--- config.mk ---
export PLATFORM = sky130hd
export DESIGN_NAME = silife_grid
export DESIGN_NICKNAME = d
export VERILOG_FILES = /design/src/rtl/silife_pkg.sv /design/src/rtl/silife_rule_cell.sv /design/src/rtl/silife_grid.sv
export SDC_FILE = /design/constraint.sdc
export NUM_CORES = 1
export LEC_CHECK = 0
export ABC_CLOCK_PERIOD_IN_PS = 9700
export CAP_MARGIN = 20
export CORE_MARGIN = 3
export CORE_UTILIZATION = 60
export DETAILED_ROUTE_END_ITERATION = 6
export GPL_ROUTABILITY_DRIVEN = 0
export PLACE_DENSITY = 0.79
export SLEW_MARGIN = 20
export SYNTH_ARGS = -nofsm -noshare
export SYNTH_HDL_FRONTEND = slang
export SYNTH_SLANG_ARGS = --single-unit
--- constraint.sdc ---
create_clock -name clk -period 9.7 [get_ports clk]
set_input_delay 0.97 -clock clk [delete_from_list [all_inputs] [get_ports clk]]
set_output_delay 0.97 -clock clk [all_outputs]
set_load 0.005 [all_outputs]
--- src/rtl/silife_pkg.sv ---
// Shared types, rule constants and the neighbour-count helper for the silife_grid engine.
// SILIFE_STABLE_DETECT_EN makes the HALTED state reachable in silife_grid.
package silife_pkg;

    typedef enum logic [1:0] {
        ST_IDLE   = 2'd0,
        ST_RUN    = 2'd1,
        ST_HALTED = 2'd2
    } silife_state_t;

    typedef logic [8:0] silife_rule_t;

    // Classic Conway rule masks: bit n set means "n live neighbours qualifies".
    localparam silife_rule_t RULE_B3  = 9'b000001000;
    localparam silife_rule_t RULE_S23 = 9'b000001100;

    function automatic logic [3:0] count_live(input logic [7:0] nbrs);
        logic [3:0] total;
        total = 4'd0;
        for (int i = 0; i < 8; i++) begin
            total = total + {3'b000, nbrs[i]};
        end
        return total;
    endfunction

endpackage

--- src/rtl/silife_rule_cell.sv ---
// One Game-of-Life cell: neighbour adder, birth/survive lookup and the state register.
// With SILIFE_STABLE_DETECT_EN the cell also reports whether its next state differs.
module silife_rule_cell
    import silife_pkg::*;
(
    input  logic       clk,
    input  logic       reset,
    input  logic       clear,
    input  logic       update,
    input  logic       wr_hit,
    input  logic       wr_val,
    input  logic [7:0] neighbours,
    input  logic [8:0] birth_rule,
    input  logic [8:0] survive_rule,
`ifdef SILIFE_STABLE_DETECT_EN
    output logic       changed,
`endif
    output logic       alive
);

    silife_rule_t rule_sel;
    logic [3:0]   live_count;
    logic         next_alive;

    // A live cell consults the survive mask, a dead one the birth mask.
    always_comb begin
        live_count = count_live(neighbours);
        rule_sel   = alive ? survive_rule : birth_rule;
        next_alive = rule_sel[live_count];
    end

`ifdef SILIFE_STABLE_DETECT_EN
    assign changed = next_alive ^ alive;
`endif

    always_ff @(posedge clk or posedge reset) begin
        if (reset) begin
            alive <= 1'b0;
        end else if (clear) begin
            alive <= 1'b0;
        end else if (wr_hit) begin
            alive <= wr_val;
        end else if (update) begin
            alive <= next_alive;
        end
    end

endmodule

--- src/rtl/silife_grid.sv ---
// Parametrised Game-of-Life grid: cell array, toroidal/dead-edge wiring, run/step FSM and counter.
// SILIFE_STABLE_DETECT_EN adds the stable flag and the HALTED state.
module silife_grid
    import silife_pkg::*;
#(
    parameter int WIDTH  = 8,
    parameter int HEIGHT = 8,
    parameter int GEN_W  = 16
)
(
    input  logic                       clk,
    input  logic                       reset,
    input  logic                       run,
    input  logic                       step,
    input  logic                       tick,
    input  logic                       wrap,
    input  logic [8:0]                 birth_rule,
    input  logic [8:0]                 survive_rule,
    input  logic                       clear_all,
    input  logic                       wr_en,
    input  logic [$clog2(HEIGHT)-1:0]  wr_row,
    input  logic [$clog2(WIDTH)-1:0]   wr_col,
    input  logic                       wr_val,
    output logic [HEIGHT*WIDTH-1:0]    cells,
    output logic [GEN_W-1:0]           generation,
    output logic                       gen_done,
    output logic                       stable
);

    localparam int ROW_W = $clog2(HEIGHT);
    localparam int COL_W = $clog2(WIDTH);

    localparam logic [1:0] S_IDLE   = ST_IDLE;
    localparam logic [1:0] S_RUN    = ST_RUN;
`ifdef SILIFE_STABLE_DETECT_EN
    localparam logic [1:0] S_HALTED = ST_HALTED;
`endif

    logic [1:0]              state;
    logic [1:0]              state_next;
    logic                    gen_fire;
    logic [HEIGHT*WIDTH-1:0] cell_bits;
`ifdef SILIFE_STABLE_DETECT_EN
    logic [HEIGHT*WIDTH-1:0] change_bits;
`endif

    // Neighbour k runs over the 3x3 window in raster order, skipping the centre.
    // Off-grid neighbours fold onto the opposite edge and are gated by wrap.
    for (genvar gy = 0; gy < HEIGHT; gy++) begin : g_row
        for (genvar gx = 0; gx < WIDTH; gx++) begin : g_col
            localparam int CELL = gy * WIDTH + gx;
            logic [7:0] nbrs;

            for (genvar gk = 0; gk < 8; gk++) begin : g_nbr
                localparam int K      = (gk < 4) ? gk : gk + 1;
                localparam int NY     = gy + (K / 3) - 1;
                localparam int NX     = gx + (K % 3) - 1;
                localparam bit INSIDE = (NY >= 0) && (NY < HEIGHT) && (NX >= 0) && (NX < WIDTH);
                localparam int WY     = (NY + HEIGHT) % HEIGHT;
                localparam int WX     = (NX + WIDTH) % WIDTH;
                localparam int IDX    = WY * WIDTH + WX;
                if (INSIDE) begin : g_in
                    assign nbrs[gk] = cell_bits[IDX];
                end else begin : g_edge
                    assign nbrs[gk] = wrap & cell_bits[IDX];
                end
            end

            silife_rule_cell u_cell (
                .clk          (clk),
                .reset        (reset),
                .clear        (clear_all),
                .update       (gen_fire),
                .wr_hit       (wr_en && (wr_row == ROW_W'(gy)) && (wr_col == COL_W'(gx))),
                .wr_val       (wr_val),
                .neighbours   (nbrs),
                .birth_rule   (birth_rule),
                .survive_rule (survive_rule),
`ifdef SILIFE_STABLE_DETECT_EN
                .changed      (change_bits[CELL]),
`endif
                .alive        (cell_bits[CELL])
            );
        end
    end

    assign cells = cell_bits;

    // clear_all wins over any generation that would otherwise happen this cycle.
    always_comb begin
        gen_fire = 1'b0;
        if (!clear_all) begin
            if (state == S_IDLE) begin
                gen_fire = step && !run;
            end else if (state == S_RUN) begin
                gen_fire = tick;
            end
        end
    end

    always_comb begin
        state_next = state;
        case (state)
            S_IDLE: begin
                if (run) state_next = S_RUN;
            end
            S_RUN: begin
                if (!run) state_next = S_IDLE;
`ifdef SILIFE_STABLE_DETECT_EN
                else if (gen_fire && !wr_en && !(|change_bits)) state_next = S_HALTED;
`endif
            end
`ifdef SILIFE_STABLE_DETECT_EN
            S_HALTED: begin
                if (!run) state_next = S_IDLE;
            end
`endif
            default: state_next = S_IDLE;
        endcase
    end

    always_ff @(posedge clk or posedge reset) begin
        if (reset) begin
            state      <= S_IDLE;
            generation <= '0;
            gen_done   <= 1'b0;
        end else begin
            state    <= state_next;
            gen_done <= gen_fire;
            if (clear_all) begin
                generation <= '0;
            end else if (gen_fire) begin
                generation <= generation + GEN_W'(1);
            end
        end
    end

`ifdef SILIFE_STABLE_DETECT_EN
    // A write in the same cycle perturbs the grid, so it never counts as stable.
    always_ff @(posedge clk or posedge reset) begin
        if (reset) begin
            stable <= 1'b0;
        end else if (clear_all || wr_en) begin
            stable <= 1'b0;
        end else if (gen_fire) begin
            stable <= ~(|change_bits);
        end
    end
`else
    assign stable = 1'b0;
`endif

endmodule

==> flow_summary_export.csv <==
group,metric,value,unit
timing,period_share,52.1,%
setup_path,start_kind,"primary input",
yosys,yosys.area_share.adder,28.6,%
die,fp.coreArea,42200,sq um
yosys,yosys_warnings,0,
yosys,syn_area,25800,sq um
timing,rsz0062_at_grt,"no",
setup_path,crit_type,"primary input to flip-flop",
timing,layout_min_cycle_time,5.05,ns
setup_path,regToRegStartpoint,"g_row[1].g_col[4].u_cell.alive$_DFFE_PP0P_",
hold_path,hold_class,"flip-flop to flip-flop",
timing,relSlewSlack,23.3,%
cts,postCtsSetupBuffers,0,
grt,grt_usage,40.6,%
yosys,synthXorXnorAreaFrac,3.02,%
setup_path,worstPathRequired,9.96,ns
yosys,netlist_instances,2758,
grt,grt-ovfl-total,0,
place,portBuffers,113,
cts,cts_buffers,9,
hold_path,holdPathStages,2,
pwr,ir_drop,0.000149,V
cts,hold_buffers,0,
setup_path,slowest_stage,"fa_1",
hold_path,hold_end,"generation[15]$_DFFE_PP0P_",
timing,hold_ws,0.554,ns
yosys,synthSimpleGateAreaFrac,10.3,%
die,io_pins,115,
grt,antenna_found_initial,0,
yosys,synth-compound-area-share,12.4,%
die,row_count,75,
run,maxCapViolCount,0,
yosys,ys_types,66,
yosys,ys_seq_area_share,7.94,%
finish,diodes,0,
grt,grt_pass1_wl,139000,um
routing,vias,23610,
cts,worstSkewPairLatency,0.40,ns
timing,hold_violations,0,
finish,drive_gt1_share,13.5,%
yosys,avgSynthCellArea,9.37,sq um
grt,grt_max_degree,71,
yosys,ys_ff_latch,82,
yosys,yosysTopAreaCell,"fa_1",
routing,drt_iter0_markers,3323,
timing,drv_slew,0,
run_status,violations,"design-rule violations",
routing,drc,2,
die,dieArea,45600,sq um
die,start_util,61.2,%
pwr,leakage,10.8,nW
setup_path,reg2reg_slack,5.10,ns
setup_path,endpoint_kind,"flip-flop",
die,die_w,214,um
setup_path,path_cells,"clkdlybuf4s50_1, buf_4, nand2_1, inv_1, ha_1, inv_1, fa_1, fa_1, inv_1, fa_1, inv_1, fa_1, mux4_2, mux2i_1, a32o_1, o22ai_1",
routing,ant_nets,0,
timing,fmax,0.198,GHz
cts,cts_buffer_depth,2,
grt,first_global_vias,24113,
cts,cts_tree,"done",
routing,vias_per_cell,7.53,
setup_path,critPathArrivalTime,5.31,ns
yosys,synth_edf_count,0,
cts,clockRootBuffer,"clkbuf_16",
timing,tns,0,ns
routing,drt-total-wl,92000,um
die,fp.dieH,214,um
routing,detail_route.wl_per_cell,29.3,um
place,dp_hpwl,57500,um
cts,ctsResizeCount,0,
yosys,synth_top_family_by_area,"adder cells",
timing,setup_viol,0,
setup_path,critical_path.max_stage_delay,0.51,ns
setup_path,worstPathMaxFanout,37,
finish,final_util,63.1,%
timing,skew,0.0173,ns
finish,fin_nets,3068,
cts,ctsHtreeMaxLevel,3,
run_status,status,"complete, but fails checks",
finish,area_delta_synth_final,3.04,%
hold_path,hp-start,"generation[15]$_DFFE_PP0P_",
yosys,ys_top_cells_by_area,"fa_1 19%, mux4_2 18%, ha_1 9.5%, dfrtp_1 7.9%, mux2i_1 5.9%",
setup_path,r2r_end,"g_row[2].g_col[3].u_cell.alive$_DFFE_PP0P_",
cts,cts_sinks,82,
finish,fill_cells,3390,
pwr,pwr_density_cell,361,nW/um^2
routing,drt-pass1-iter-count,7,
setup_path,reg2reg_depth,9,
yosys,synthMuxAreaShare,26.3,%
cts,clkSlewWorstSetupHoldPaths,0.08,ns
yosys,synth_top_area_share,19.1,%
yosys,async_reset_ff_share,100,%
yosys,yosys_most_used_dff,"dfrtp_1",
yosys,synth_nets,3234,
timing,tightest_slew,1.15,ns
[power by group]
group	internal, mW	switching (mW)	total (mW)
clock network	0.229	0.201	0.430
registers	0.412	0.376	0.788
logic	4.34	4.05	8.38
[state kept, by name, indices dropped and copies added (netlist names)]
register	count
g_row.g_col.u_cell.alive	64
generation	16
gen_done	1
state	1
[layer usage]
| metal | GRT usage, % | up-vias | part of all wire (%) |
|---|---|---|---|
| met3 | 12.1 | 719 | 16 |
| met5 | 0 | - | 0 |
| met2 | 61.5 | 2192 | 43 |
| met1 | 49.5 | 11296 | 32 |
| li1 | - | 9403 | - |
| met4 | 29.9 | 0 | 9.2 |
[per-stage QoR]
stage | cells | power [mW] | area [sq um] | worst slack, ns
after detailed placement | 3119 | 9.01 | 26300 | 4.27
after floorplan | 2758 | 7.56 | 25800 | 4.98
final | 3136 | 9.60 | 26600 | 4.65
after global placement | 3117 | 8.57 | 26300 | 4.41
after global routing | 3136 | 10.4 | 26600 | 4.44
after CTS | 3135 | 9.47 | 26600 | 4.70
[area by class of cell]
class                           count  area, sq um  share of cell area (%)
Clock buffer                        9          225                   0.846
Clock inverter                      7          101                   0.381
Inverter                          368         1380                    5.20
Multi-Input combinational cell   1986        20900                    78.4
Sequential cell                    82         2050                    7.71
Tap cell                          539          674                    2.53
Timing Repair Buffer              145         1300                    4.89
[worst max-delay path by stage]
stage	startpoint	to	slack (ns)	cells past startpoint
final	wrap	g_row[0].g_col[7].u_cell.alive$_DFFE_PP0P_	4.65	16
after global routing	wrap	g_row[0].g_col[7].u_cell.alive$_DFFE_PP0P_	4.44	16
after CTS	wrap	g_row[0].g_col[7].u_cell.alive$_DFFE_PP0P_	4.70	16
after detailed placement	wrap	g_row[0].g_col[7].u_cell.alive$_DFFE_PP0P_	4.27	16
after global placement	wrap	g_row[3].g_col[0].u_cell.alive$_DFFE_PP0P_	4.41	17
after floorplan	wrap	g_row[4].g_col[0].u_cell.alive$_DFFE_PP0P_	4.98	16
[cell usage after synthesis, types with 7 or more instances]
master	instances
mux2i_1	153
nand2_1	158
buf_4	68
and3_1	7
a21oi_1	111
nor3_1	36
clkbuf_1	171
o32ai_1	20
a32oi_1	56
dfrtp_1	82
buf_1	7
a21o_1	13
inv_1	368
nand3_1	47
a31oi_1	13
ha_1	196
o21ai_1	34
mux2_2	48
xor2_1	60
xnor2_1	29
nand2b_1	37
o31ai_1	16
and2_1	13
o21ai_0	122
nand4_1	40
buf_2	75
o311ai_0	8
o22ai_1	66
nor2_1	107
nor2b_1	59
fa_1	247
a211o_1	14
mux4_2	210
[layout by cell type (no fill, tap or decap), drive strengths merged, types with 7 or more instances in the layout]
cell,netlist,routed
and2,13,13
nor3,36,36
o22ai,66,66
o31ai,16,16
nor2b,59,59
a21o,13,13
clkbuf,171,9
xnor2,29,29
o32ai,20,20
ha,196,196
a32oi,56,56
and3,7,7
mux4,210,210
a21oi,111,111
nor2,108,108
nand3,48,48
inv,368,370
buf,151,52
xor2,60,60
o21ai,156,156
mux2,48,48
clkdlybuf4s50,0,93
mux2i,153,153
a31oi,13,13
nand2b,37,37
nand2,158,158
a211o,14,14
nand4,40,40
dfrtp,82,82
fa,247,247
nor3b,7,7
o311ai,8,8
[worst max-delay path: cells and delay by family]
kind,cells,cell delay (ns)
mux,2,0.47
simple gates,1,0.23
compound gates,2,0.24
buf+inv,6,1.28
fa+ha+maj,5,2.10
[cell families after synthesis]
| kind of cell | Yosys count |
|---|---|
| flip-flops | 82 |
| other | 1 |
| adder cells (fa/ha/maj) | 443 |
| buffers and inverters | 690 |
| multiplexers | 411 |
| XOR/XNOR | 89 |
| AND/OR/NAND/NOR | 535 |
| AO/OA/AOI/OAI | 507 |
(Power assumes the default switching activity.)
